--- config.mk ---
export PLATFORM = sky130hd
export DESIGN_NAME = fetch_wait_stage
export DESIGN_NICKNAME = d
export VERILOG_FILES = /design/src/rtl/fetch_wait_stage_pkg.sv /design/src/rtl/fetch_wait_stage.sv
export SDC_FILE = /design/constraint.sdc
export NUM_CORES = 1
export LEC_CHECK = 0
export CORE_ASPECT_RATIO = 1.1
export CORE_UTILIZATION = 38
export DETAILED_ROUTE_END_ITERATION = 10
export GPL_ROUTABILITY_DRIVEN = 0
export PLACE_DENSITY = 0.82
export SYNTH_ARGS = -nofsm -noshare
export SYNTH_HDL_FRONTEND = slang
export SYNTH_SLANG_ARGS = --single-unit
--- constraint.sdc ---
create_clock -name clk -period 2.65 [get_ports clk]
set_input_delay 0.3975 -clock clk [delete_from_list [all_inputs] [get_ports clk]]
set_output_delay 0.3975 -clock clk [all_outputs]
set_load 0.02 [all_outputs]
--- src/rtl/fetch_wait_stage_pkg.sv ---
// Shared definitions for the fetch wait stage: 2-bit FSM encoding, exception codes,
// and the helper that picks the state a freshly accepted entry lands in.
package fetch_wait_stage_pkg;

  typedef enum logic [1:0] {
    ST_EMPTY   = 2'd0,
    ST_WAIT    = 2'd1,
    ST_FULL    = 2'd2,
    ST_DISCARD = 2'd3
  } fw_state_t;

  localparam logic [4:0] EXC_INT  = 5'h00;
  localparam logic [4:0] EXC_MOD  = 5'h01;
  localparam logic [4:0] EXC_TLBL = 5'h02;
  localparam logic [4:0] EXC_TLBS = 5'h03;
  localparam logic [4:0] EXC_ADEL = 5'h04;
  localparam logic [4:0] EXC_ADES = 5'h05;
  localparam logic [4:0] EXC_SYS  = 5'h08;
  localparam logic [4:0] EXC_BP   = 5'h09;
  localparam logic [4:0] EXC_RI   = 5'h0a;
  localparam logic [4:0] EXC_OV   = 5'h0c;

  // Exception entries never issued a bus read, so a squashed one simply vanishes,
  // while a squashed normal entry must still swallow its returning data.
  function automatic fw_state_t accept_target(input logic exc, input logic squash);
    if (exc) begin
      return squash ? ST_EMPTY : ST_FULL;
    end
    return squash ? ST_DISCARD : ST_WAIT;
  endfunction

endpackage

--- src/rtl/fetch_wait_stage.sv ---
// Fetch wait stage: holds one fetch entry until its instruction word returns, then hands it to decode.
// Define FETCH_WAIT_PERFCNT_EN to enable the wait-for-data performance counter.
module fetch_wait_stage
  import fetch_wait_stage_pkg::*;
(
  input  logic        clk,
  input  logic        reset,
  input  logic        valid_i,
  input  logic [31:0] pc_i,
  input  logic        cancelled_i,
  input  logic        exc_i,
  input  logic        exc_miss_i,
  input  logic [4:0]  exccode_i,
  output logic        ready_o,
  input  logic        inst_data_ok,
  input  logic [31:0] inst_rdata,
  output logic        valid_o,
  output logic [31:0] pc_o,
  output logic [31:0] inst_o,
  output logic        exc_o,
  output logic        exc_miss_o,
  output logic [4:0]  exccode_o,
  input  logic        ready_i,
  input  logic        commit_i,
  output logic [31:0] perfcnt_fetch_waitdata
);

  fw_state_t   state_reg, state_next;
  fw_state_t   accept_state;
  logic [31:0] pc_reg, inst_reg;
  logic        exc_reg, exc_miss_reg;
  logic [4:0]  exccode_reg;
  logic        accept, capture_data;

  always_comb begin
    ready_o = (state_reg == ST_EMPTY) ||
              ((state_reg == ST_FULL) && ready_i) ||
              ((state_reg == ST_DISCARD) && inst_data_ok);
  end

  assign accept       = valid_i && ready_o;
  assign accept_state = accept_target(exc_i, cancelled_i || commit_i);

  always_ff @(posedge clk or posedge reset) begin
    if (reset) begin
      state_reg <= ST_EMPTY;
    end else begin
      state_reg <= state_next;
    end
  end

  always_comb begin
    state_next   = state_reg;
    capture_data = 1'b0;
    case (state_reg)
      ST_EMPTY: begin
        if (accept) state_next = accept_state;
      end
      ST_WAIT: begin
        // A flush wins over returning data; data arriving with the flush is dropped.
        if (commit_i) begin
          state_next = inst_data_ok ? ST_EMPTY : ST_DISCARD;
        end else if (inst_data_ok) begin
          state_next   = ST_FULL;
          capture_data = 1'b1;
        end
      end
      ST_FULL: begin
        if (commit_i || ready_i) state_next = accept ? accept_state : ST_EMPTY;
      end
      ST_DISCARD: begin
        if (inst_data_ok) state_next = accept ? accept_state : ST_EMPTY;
      end
      default: state_next = ST_EMPTY;
    endcase
  end

  always_ff @(posedge clk or posedge reset) begin
    if (reset) begin
      pc_reg       <= 32'd0;
      inst_reg     <= 32'd0;
      exc_reg      <= 1'b0;
      exc_miss_reg <= 1'b0;
      exccode_reg  <= 5'd0;
    end else if (accept) begin
      pc_reg       <= pc_i;
      inst_reg     <= 32'd0;
      exc_reg      <= exc_i;
      exc_miss_reg <= exc_miss_i;
      exccode_reg  <= exccode_i;
    end else if (capture_data) begin
      inst_reg <= inst_rdata;
    end
  end

  assign valid_o    = (state_reg == ST_FULL) && !commit_i;
  assign pc_o       = pc_reg;
  assign inst_o     = inst_reg;
  assign exc_o      = exc_reg;
  assign exc_miss_o = exc_miss_reg;
  assign exccode_o  = exccode_reg;

`ifdef FETCH_WAIT_PERFCNT_EN
  logic [31:0] perfcnt_reg;

  always_ff @(posedge clk or posedge reset) begin
    if (reset) begin
      perfcnt_reg <= 32'd0;
    end else if (((state_reg == ST_WAIT) || (state_reg == ST_DISCARD)) && !inst_data_ok) begin
      perfcnt_reg <= perfcnt_reg + 32'd1;
    end
  end

  assign perfcnt_fetch_waitdata = perfcnt_reg;
`else
  assign perfcnt_fetch_waitdata = 32'd0;
`endif

endmodule

Word level (Yosys, flattened, before mapping)
Cells that the tools add are included.
{"block": "word_totals", "inputBits": 78, "mem_bits_rw": 0, "elab_cells": 43, "romBits": 0, "latch_bits": 0, "out_inout_bits": 105, "n_memories": 0, "regBits": 73}
{"block": "op_classes", "muxes": 18, "n_bitwise": 0, "multipliers": 0, "magnitude_cmp": 0, "n_shift": 0, "n_eq_ne": 7, "div_mod_pow": 0, "n_addsub": 0, "n_reduce_logical": 12}
{"cell": "$mux W32", "n": 2}
{"cell": "$mux W2", "n": 11}
{"cell": "$pmux W2 S4", "n": 1}
{"cell": "$eq A2 B2 Y1 const B", "n": 2}
{"cell": "$logic_and A1 B1 Y1", "n": 4}
{"cell": "$logic_or A1 B1 Y1", "n": 4}
{"cell": "$mux W1", "n": 4}
{"cell": "$ne A2 B2 Y1 const B", "n": 2}
{"cell": "$reduce_and A4 Y1", "n": 1}
{"cell": "$ne A3 B3 Y1 const B", "n": 1}
{"cell": "$eq A2 B1 Y1 const B", "n": 1}
{"cell": "$logic_not A2 Y1", "n": 1}
{"cell": "$ne A2 B1 Y1 const B", "n": 1}
{"cell": "$reduce_bool A2 Y1", "n": 1}
{"cell": "$logic_not A1 Y1", "n": 1}

Longest topological paths before layout
Gate-level depths: netlist of run 1.
{"block": "depth", "depth_word": 8, "depth_mapped": 6, "ltp_nobuf": 4}

Worst setup path before layout of run 1
Ideal clock, no wire load.
{"block": "synth_path", "kind": "register to register", "start": "reg state_reg[0]", "end": "reg exc_miss_reg (netlist: exc_miss_o)", "period_less_slack_ns": 1.639, "n_path_buf": 2, "setup_slack_ns": 1.011, "t_arrival_ns": 1.514, "path_stages_with_launch": 5, "setup_time_ns": 0.125, "t_required_ns": 2.525, "cell_sequence": "dfrtp_1 > buf_2 > a211oi_4 > buf_6 > mux2_2"}
{"block": "synth_between", "elab_chain_len": 5, "elab_cells_between_ends": 8, "cone_classes": "eq/ne: 2; reduce/logical: 6"}
{"element": "start: declaration", "line_no": "fetch_wait_stage.sv:28", "text": "fw_state_t state_reg, state_next;"}
{"element": "start signal: assignment", "line_no": "fetch_wait_stage.sv:48", "text": "state_reg <= state_next;"}
{"element": "$eq A2 B2 Y1", "line_no": "fetch_wait_stage.sv:37", "text": "((state_reg == ST_FULL) && ready_i) ||"}
{"element": "$logic_and A1 B1 Y1", "line_no": "fetch_wait_stage.sv:37"}
{"element": "$logic_or A1 B1 Y1", "line_no": "fetch_wait_stage.sv:36", "text": "ready_o = (state_reg == ST_EMPTY) ||"}
{"element": "$logic_or A1 B1 Y1 (*)", "line_no": "fetch_wait_stage.sv:37"}
{"element": "$logic_and A1 B1 Y1 (*)", "line_no": "fetch_wait_stage.sv:41", "text": "assign accept = valid_i && ready_o;"}
{"element": "end signal: assignment", "line_no": "fetch_wait_stage.sv:89", "text": "exc_miss_reg <= exc_miss_i;"}
{"element": "end: declaration", "line_no": "fetch_wait_stage.sv:31", "text": "logic exc_reg, exc_miss_reg;"}
Mark *: on every way between the ends. The rest lies on a longest branch, timed or not.
A chain may end at the register's enable or synchronous reset.

Final worst setup path of run 1
{"block": "layout_path", "start": "reg state_reg[1]", "end": "out ready_o"}
{"block": "layout_between", "elab_chain_len": 4, "elab_cells_between_ends": 7, "cone_classes": "eq/ne: 2; reduce/logical: 5"}
{"element": "$eq A2 B2 Y1", "line_no": "fetch_wait_stage.sv:37"}
{"element": "$logic_and A1 B1 Y1", "line_no": "fetch_wait_stage.sv:37"}
{"element": "$logic_or A1 B1 Y1", "line_no": "fetch_wait_stage.sv:36"}
{"element": "$logic_or A1 B1 Y1 (*)", "line_no": "fetch_wait_stage.sv:37"}
{"element": "end: declaration", "line_no": "fetch_wait_stage.sv:14", "text": "output logic ready_o,"}
Marks and branches as above.

==> implementation parameters, run 1 <==
Parameter                              Value

Run status
  Result of the run ... finished, final reports clean

Synth
  Mean post-synth cell area ... 11.1 um2
  Top flip-flop cell by instance count after synthesis ... sky130_fd_sc_hd__dfrtp_1
  Post-synthesis async set-or-reset flop share ... 100%
  Netlist Area Pre-Place ... 3220 um2
  Synth Area in Adders ... 0%
  Post-synthesis compound-gate area fraction ... 7.65%
  Fraction of post-synthesis cell area in the top cell type by area ... 56.7%
  Synthesized instance count ... 290
  Yosys warning count ... 0
  Synthesized-area fraction occupied by xor and xnor cells ... 0.272%
  Number of flops mapped to enable cells by yosys ... 0
  Cells taking the most area after synthesis ... sky130_fd_sc_hd__dfrtp_1, sky130_fd_sc_hd__mux2_2, sky130_fd_sc_hd__buf_4
  Count of state elements after synthesis ... 73
  Mux cell area share after synthesis ... 13.6%
  Distinct cells, synth ... 28
  Largest family of logic cells by synthesized area ... multiplexers
  Simple-gate portion of the synthesized area ... 10.3%
  Area leader, netlist ... sky130_fd_sc_hd__dfrtp_1
  Register area share after synthesis ... 56.7%

STA
  Relative max-transition margin ... 30.6%
  Maximum operating frequency ... 0.444 GHz
  Clock tree skew after final layout ... 5.70 ps
  RSZ-0062 raised after global routing ... false
  Summed negative setup slack over all endpoints ... 0 ps
  Pins Over Slew Limit ... 0
  # setup viols final ... 0
  Fin crit period ... 2250 ps
  Final Hold Fails ... 0
  Hold Slack ... 497 ps
  Period utilization ... 85.1%
  Worst Max-Slew Pin Slew ... 1040 ps

Run
  MaxCap Viol Count ... 0

Setup path
  Cell family contributing the most delay on the critical path ... flip-flops
  Critical Path Max Stage Delay ... 550 ps
  Worst Path Required ... 2250 ps
  Buffers & Inverters on Critical Path ... 1
  Setup crit end kind ... output port
  Startpoint-to-endpoint class of the critical path ... register to output port
  Critical Path Start Type ... register
  Path depth of the worst reg2reg path ... 4
  Worst path cell trace ... nor3b_2, a21oi_1, clkdlybuf4s50_1
  Maximum fanout encountered on the critical timing path ... 12
  R2R Path End ... inst_o[23]
  Flop2flop setup slack ... 660 ps
  Arrival time of the worst setup path ... 1860 ps
  CP max-delay cell ... sky130_fd_sc_hd__dfrtp_1
  Critical register-to-register path startpoint ... state_reg[0]

Clocking
  Clk Latency, worst-skew pair ... 330 ps
  Number of CTS-inserted buffers ... 9
  Post-CTS setup buffers ... 0
  Clk Tree Root Cell ... sky130_fd_sc_hd__clkbuf_8
  Sinks on the clock net ... 73
  Max clock buf depth ... 2
  H-tree level count ... 3
  Post-cts repair resize count ... 0
  Hold buffer count at CTS ... 0
  CTS tree ... yes
  Clock transition at the register clock pins on the worst setup and hold paths after CTS ... 80 ps

Power
  Max VDD drop ... 0.561 mV
  Total leakage power ... 2.06 nW
  Power density of the placed cells ... 1090 nW/um2

Place
  Number of buffers added on ports ... 150
  Half-perimeter wire length of the detailed placement result ... 5.18 mm

Global routing
  Number of global-route vias before repair ... 2563
  Total grt overflow ... 0
  Maximum number of pins on one net before global-route repair ... 74
  Initial antenna violation count ... 0
  Total global routing track utilization ... 17.0%
  First-pass GRT wire length ... 12.0 mm

Drt
  Number of DRC markers in iteration 0 ... 55
  Detailed-route wire length per cell ... 13.1 um
  Total met2 wirelength after detailed routing ... 3.43 mm
  Antenna violation net count after detailed routing ... 0
  Via density ... 4.60
  Total DRC errors in the routed layout ... 0
  Number of detailed-routing iterations run before antenna repair ... 6
  Highest layer used for signal routing ... met4
  Vias post-DR ... 2530
  Sum of routed wire segments on met1 ... 2.92 mm
  Wire length on met3 ... 745 um
  Detailed-route wire length ... 7.23 mm

Die
  Die span in y ... 98.6 um
  Initial cell density of the core ... 40.1%
  Cell Rows ... 34
  DIE WIDTH ... 89.8 um
  Total Die Area ... 8850 um2
  Placeable Area ... 8040 um2
  Count of pins on the block boundary ... 183

Finish
  Synth-to-layout area growth ... 51.8%
  Number of diodes added for antenna fixing ... 0
  Share of layout cells above drive strength 1 ... 14.5%
  Net count of the finished layout ... 515

Hold path
  Worst min path class ... input pin to asynchronous set/reset pin
metrics by stage:
stage                     instance area [um2]  setup slack, ps  util (%)  cells  total power [W]
after floorplan                          3340              399         -    321          0.00330
after global placement                   4670              411      58.1    534          0.00437
after detailed placement                 4670              319      58.1    534          0.00444
after CTS                                4890              380      60.8    550          0.00540
after global routing                     4890              313      60.8    550          0.00564
final                                    4890              396      60.8    550          0.00534
where the power goes:
group	switching [W]	total, W	internal (W)
combinational	0.00123	0.00255	0.00132
clock	0.000413	0.000942	0.000530
sequential	0.000276	0.00184	0.00157
layout by cell type (no fill, tap or decap), types with 2 or more instances in the layout:
| cell type | synthesis | final |
|---|---|---|
| sky130_fd_sc_hd__conb_1 | 1 | 32 |
| sky130_fd_sc_hd__clkinv_2 | 0 | 2 |
| sky130_fd_sc_hd__inv_1 | 4 | 3 |
| sky130_fd_sc_hd__clkinv_4 | 0 | 2 |
| sky130_fd_sc_hd__clkdlybuf4s50_1 | 0 | 150 |
| sky130_fd_sc_hd__a21oi_1 | 34 | 34 |
| sky130_fd_sc_hd__bufinv_16 | 0 | 2 |
| sky130_fd_sc_hd__mux2_2 | 39 | 39 |
| sky130_fd_sc_hd__buf_4 | 35 | 3 |
| sky130_fd_sc_hd__nand2_1 | 66 | 66 |
| sky130_fd_sc_hd__dfrtp_1 | 73 | 73 |
| sky130_fd_sc_hd__clkbuf_8 | 0 | 9 |
| sky130_fd_sc_hd__nor2_1 | 7 | 7 |
worst min-delay path, cell delays in order:
cell	delay [ps]
sky130_fd_sc_hd__clkdlybuf4s50_1	420
sky130_fd_sc_hd__inv_2	60
sky130_fd_sc_hd__buf_4	390
kinds of logic after synthesis:
| family | count (synthesis) |
|---|---|
| XOR/XNOR | 1 |
| buffers and inverters | 53 |
| other | 1 |
| AND/OR/NAND/NOR | 81 |
| AO/OA/AOI/OAI | 42 |
| multiplexers | 39 |
| flip-flops | 73 |
Yosys cell counts (4+ instances only):
cell type and n:
sky130_fd_sc_hd__buf_6 4, sky130_fd_sc_hd__buf_2 4, sky130_fd_sc_hd__dfrtp_1 73, sky130_fd_sc_hd__a21oi_1 34, sky130_fd_sc_hd__buf_4 35, sky130_fd_sc_hd__nor2_1 7
sky130_fd_sc_hd__clkbuf_1 6, sky130_fd_sc_hd__nand2_1 66, sky130_fd_sc_hd__inv_1 4, sky130_fd_sc_hd__mux2_2 39
final cells by class:
| type | instances | area [um2] |
|---|---|---|
| Clock buffer | 9 | 124 |
| Clock inverter | 7 | 95.1 |
| Fill cell | 635 | 3150 |
| Inverter | 4 | 15.0 |
| Multi-Input combinational cell | 195 | 1150 |
| Sequential cell | 73 | 1830 |
| Tap cell | 108 | 135 |
| Timing Repair Buffer | 154 | 1540 |
worst max-delay path by stage:
| stage | slack [ps] | cells after the start | startpoint | endpoint |
|---|---|---|---|---|
| 4_1_cts | 380 | 3 | state_reg[1] | ready_o |
| 5_1_grt | 310 | 3 | state_reg[1] | ready_o |
| 3_3_place_gp | 410 | 4 | commit_i | inst_o[29] |
| 3_5_place_dp | 320 | 4 | commit_i | inst_o[8] |
| 6_report | 400 | 3 | state_reg[1] | ready_o |
| 2_1_floorplan | 400 | 1 | reset | exc_miss_o |
layer usage:
layer,vias up,global-route usage (%)
met5,-,0
met4,0,5.55
met3,14,7.41
met2,137,28.9
met1,1193,19.3
li1,1186,-
(Power assumes the default switching activity.)
==> inputs of run 2 (changes only) <==
CORE_ASPECT_RATIO = 1.75   (was 1.1)
==> run 2 against run 1 <==
Effect of this change: fmax down 0.29%; routed wire length up 6.2%; critical endpoint unchanged; via count down 0.95%; highest routed layer unchanged; critical path type unchanged; combinational power about the same; sequential cell count unchanged; hold slack worse by 4.4 ps; critical path depth unchanged.
==> implementation parameters, run 2 (synthesis gave the netlist of run 1 again) <==
Parameter                              Value

Run status
  Result of the run ... finished, final reports clean

STA
  Final Hold Fails ... 0 (unchanged)
  # setup viols final ... 0 (unchanged)
  RSZ-0062 raised after global routing ... false
  Hold Slack ... 492 ps (-4.36 ps)
  Maximum operating frequency ... 0.442 GHz (-0.29%)
  Summed negative setup slack over all endpoints ... 0 ps (unchanged)
  Pins Over Slew Limit ... 0 (unchanged)
  Fin crit period ... 2260 ps (+6.46 ps)
  Period utilization ... 85.3% (+0.24 points)
  Clock tree skew after final layout ... 6.06 ps (+0.358 ps)

Finish
  Sequential cell area ... 1830 um2 (unchanged)
  Filler Cell Count ... 687 (+8.2%)
  Combined area of the multi-input logic cells ... 1150 um2 (unchanged)
  Net count of the finished layout ... 516 (+0.19%)
  Synth-to-layout area growth ... 54.2%
  Most common library cell in the layout ignoring fill and taps ... sky130_fd_sc_hd__clkdlybuf4s50_1
  Share of layout cells above drive strength 1 ... 14.7% (+0.19 points)
  Most used cells in the layout excluding fill and tap cells ... sky130_fd_sc_hd__clkdlybuf4s50_1, sky130_fd_sc_hd__dfrtp_1, sky130_fd_sc_hd__nand2_1
  Number of diodes added for antenna fixing ... 0 (unchanged)

Die
  Count of pins on the block boundary ... 183 (unchanged)
  Die span in y ... 124 um (+26%)
  DIE WIDTH ... 71.6 um (-20%)
  Initial cell density of the core ... 39.0% (-1.1 points)
  Total Die Area ... 8860 um2 (+0.16%)
  Placeable Area ... 8260 um2 (+2.7%)
  Cell Rows ... 44 (+29%)

Run
  MaxCap Viol Count ... 0 (unchanged)

Clocking
  Number of CTS-inserted buffers ... 9 (unchanged)
  Clk Tree Root Cell ... sky130_fd_sc_hd__clkbuf_16
  CTS tree ... yes
  Post-CTS setup buffers ... 0 (unchanged)
  Post-cts repair resize count ... 0 (unchanged)
  Hold buffer count at CTS ... 0 (unchanged)
  Clock transition at the register clock pins on the worst setup and hold paths after CTS ... 60 ps (-20 ps)
  H-tree level count ... 3 (unchanged)
  Sinks on the clock net ... 73 (unchanged)
  Clk Latency, worst-skew pair ... 330 ps (about the same)
  Max clock buf depth ... 2 (unchanged)

Hold path
  Worst min path class ... input pin to asynchronous set/reset pin

Drt
  Vias post-DR ... 2506 (-0.95%)
  Total DRC errors in the routed layout ... 0 (unchanged)
  Number of detailed-routing iterations run before antenna repair ... 4 (-2)
  Antenna violation net count after detailed routing ... 0 (unchanged)
  Via density ... 4.68 (+1.8%)
  Number of DRC markers in iteration 0 ... 65 (+18%)
  Detailed-route wire length per cell ... 14.3 um (+9.2%)
  Detailed-route wire length ... 7.68 mm (+6.2%)

Power
  Max VDD drop ... 0.652 mV (+16%)
  Total leakage power ... 2.11 nW (+2.3%)
  Power density of the placed cells ... 1130 nW/um2 (+3.5%)

Global routing
  Total grt overflow ... 0 (unchanged)
  Total global routing track utilization ... 17.8% (+0.82 points)
  Maximum number of pins on one net before global-route repair ... 74 (unchanged)
  First-pass GRT wire length ... 11.8 mm (-1.8%)
  Initial antenna violation count ... 0 (unchanged)
  Number of global-route vias before repair ... 2448 (-4.5%)

Place
  Half-perimeter wire length of the detailed placement result ... 5.55 mm (+7.1%)
  Number of buffers added on ports ... 150 (unchanged)

Setup path
  Worst path cell trace ... nor3b_2, a21oi_1, clkdlybuf4s50_1
  Startpoint-to-endpoint class of the critical path ... register to output port
  Buffers & Inverters on Critical Path ... 1 (unchanged)
  Critical Path Max Stage Delay ... 560 ps (about the same)
  Setup crit end kind ... output port
  CP max-delay cell ... sky130_fd_sc_hd__clkdlybuf4s50_1
  Maximum fanout encountered on the critical timing path ... 12 (unchanged)
  Worst Path Required ... 2250 ps (about the same)
  Critical Path Start Type ... register
  Arrival time of the worst setup path ... 1860 ps (about the same)
  Cell family contributing the most delay on the critical path ... buffers and inverters
==> run 2: cell count changes in the layout (fill, tap and decap cells not counted), sizes merged <==
| cell | previous run | this run |
|---|---|---|
| buf | 4 | 5 |
| bufinv | 2 | 1 |
| clkbuf | 9 | 10 |
==> run 2: path summary, 6_finish.rpt <==
kind	startpoint	endpoint	slack, ps	cells after the start
worst min register to register	exccode_o[4]	exccode_o[4]	500	1
worst max register to register	state_reg[1]	pc_o[7]	730	4
min in group clk	exccode_o[4]	exccode_o[4]	500	1
worst max-delay path	state_reg[1]	ready_o	390	3
worst min-delay path	reset	pc_o[13]	490	3
max in group asynchronous	reset	inst_o[30]	1870	3
==> run 2: layer usage <==
metal	part of all wire [%]	track usage, %	vias to the layer above
met5	0	0	-
met4	2.5	9.07	0
met3	6.3	5.10	14
met2	56	33.4	118
met1	35	17.7	1183
li1	-	-	1191
==> run 2: area by class of cell <==
| cell class | instances | area share (%) |
|---|---|---|
| well taps | 92 | 2.32 |
| clock inverters | 6 | 1.16 |
| multi-input cells | 195 | 23.1 |
| clock buffers | 10 | 4.81 |
| inverters | 4 | 0.302 |
| repair buffers | 155 | 31.5 |
| flip-flops and latches | 73 | 36.8 |
==> run 2: power breakdown <==
group	switching (W)	total [W]	internal (W)
clock network	0.000447	0.00119	0.000747
logic	0.00125	0.00258	0.00132
registers	0.000269	0.00184	0.00157
total	0.00197	0.00561	0.00364
==> run 2: stage by stage <==
stage | total power [W] | cell area [um2] | util (%) | cells | worst slack (ps)
after floorplan | 0.00330 | 3340 | - | 321 | 399
after global placement | 0.00438 | 4670 | 56.6 | 519 | 426
after detailed placement | 0.00446 | 4670 | 56.6 | 519 | 415
after CTS | 0.00568 | 4970 | 60.2 | 535 | 387
after global routing | 0.00591 | 4970 | 60.2 | 535 | 294
final | 0.00561 | 4970 | 60.2 | 535 | 389
==> run 2: worst register-to-register path, stage by stage (launching register included) <==
cell and delay, ps:
sky130_fd_sc_hd__dfrtp_1 550, sky130_fd_sc_hd__nand2_1 180, sky130_fd_sc_hd__a211oi_4 300, sky130_fd_sc_hd__buf_12 340, sky130_fd_sc_hd__mux2_2 430
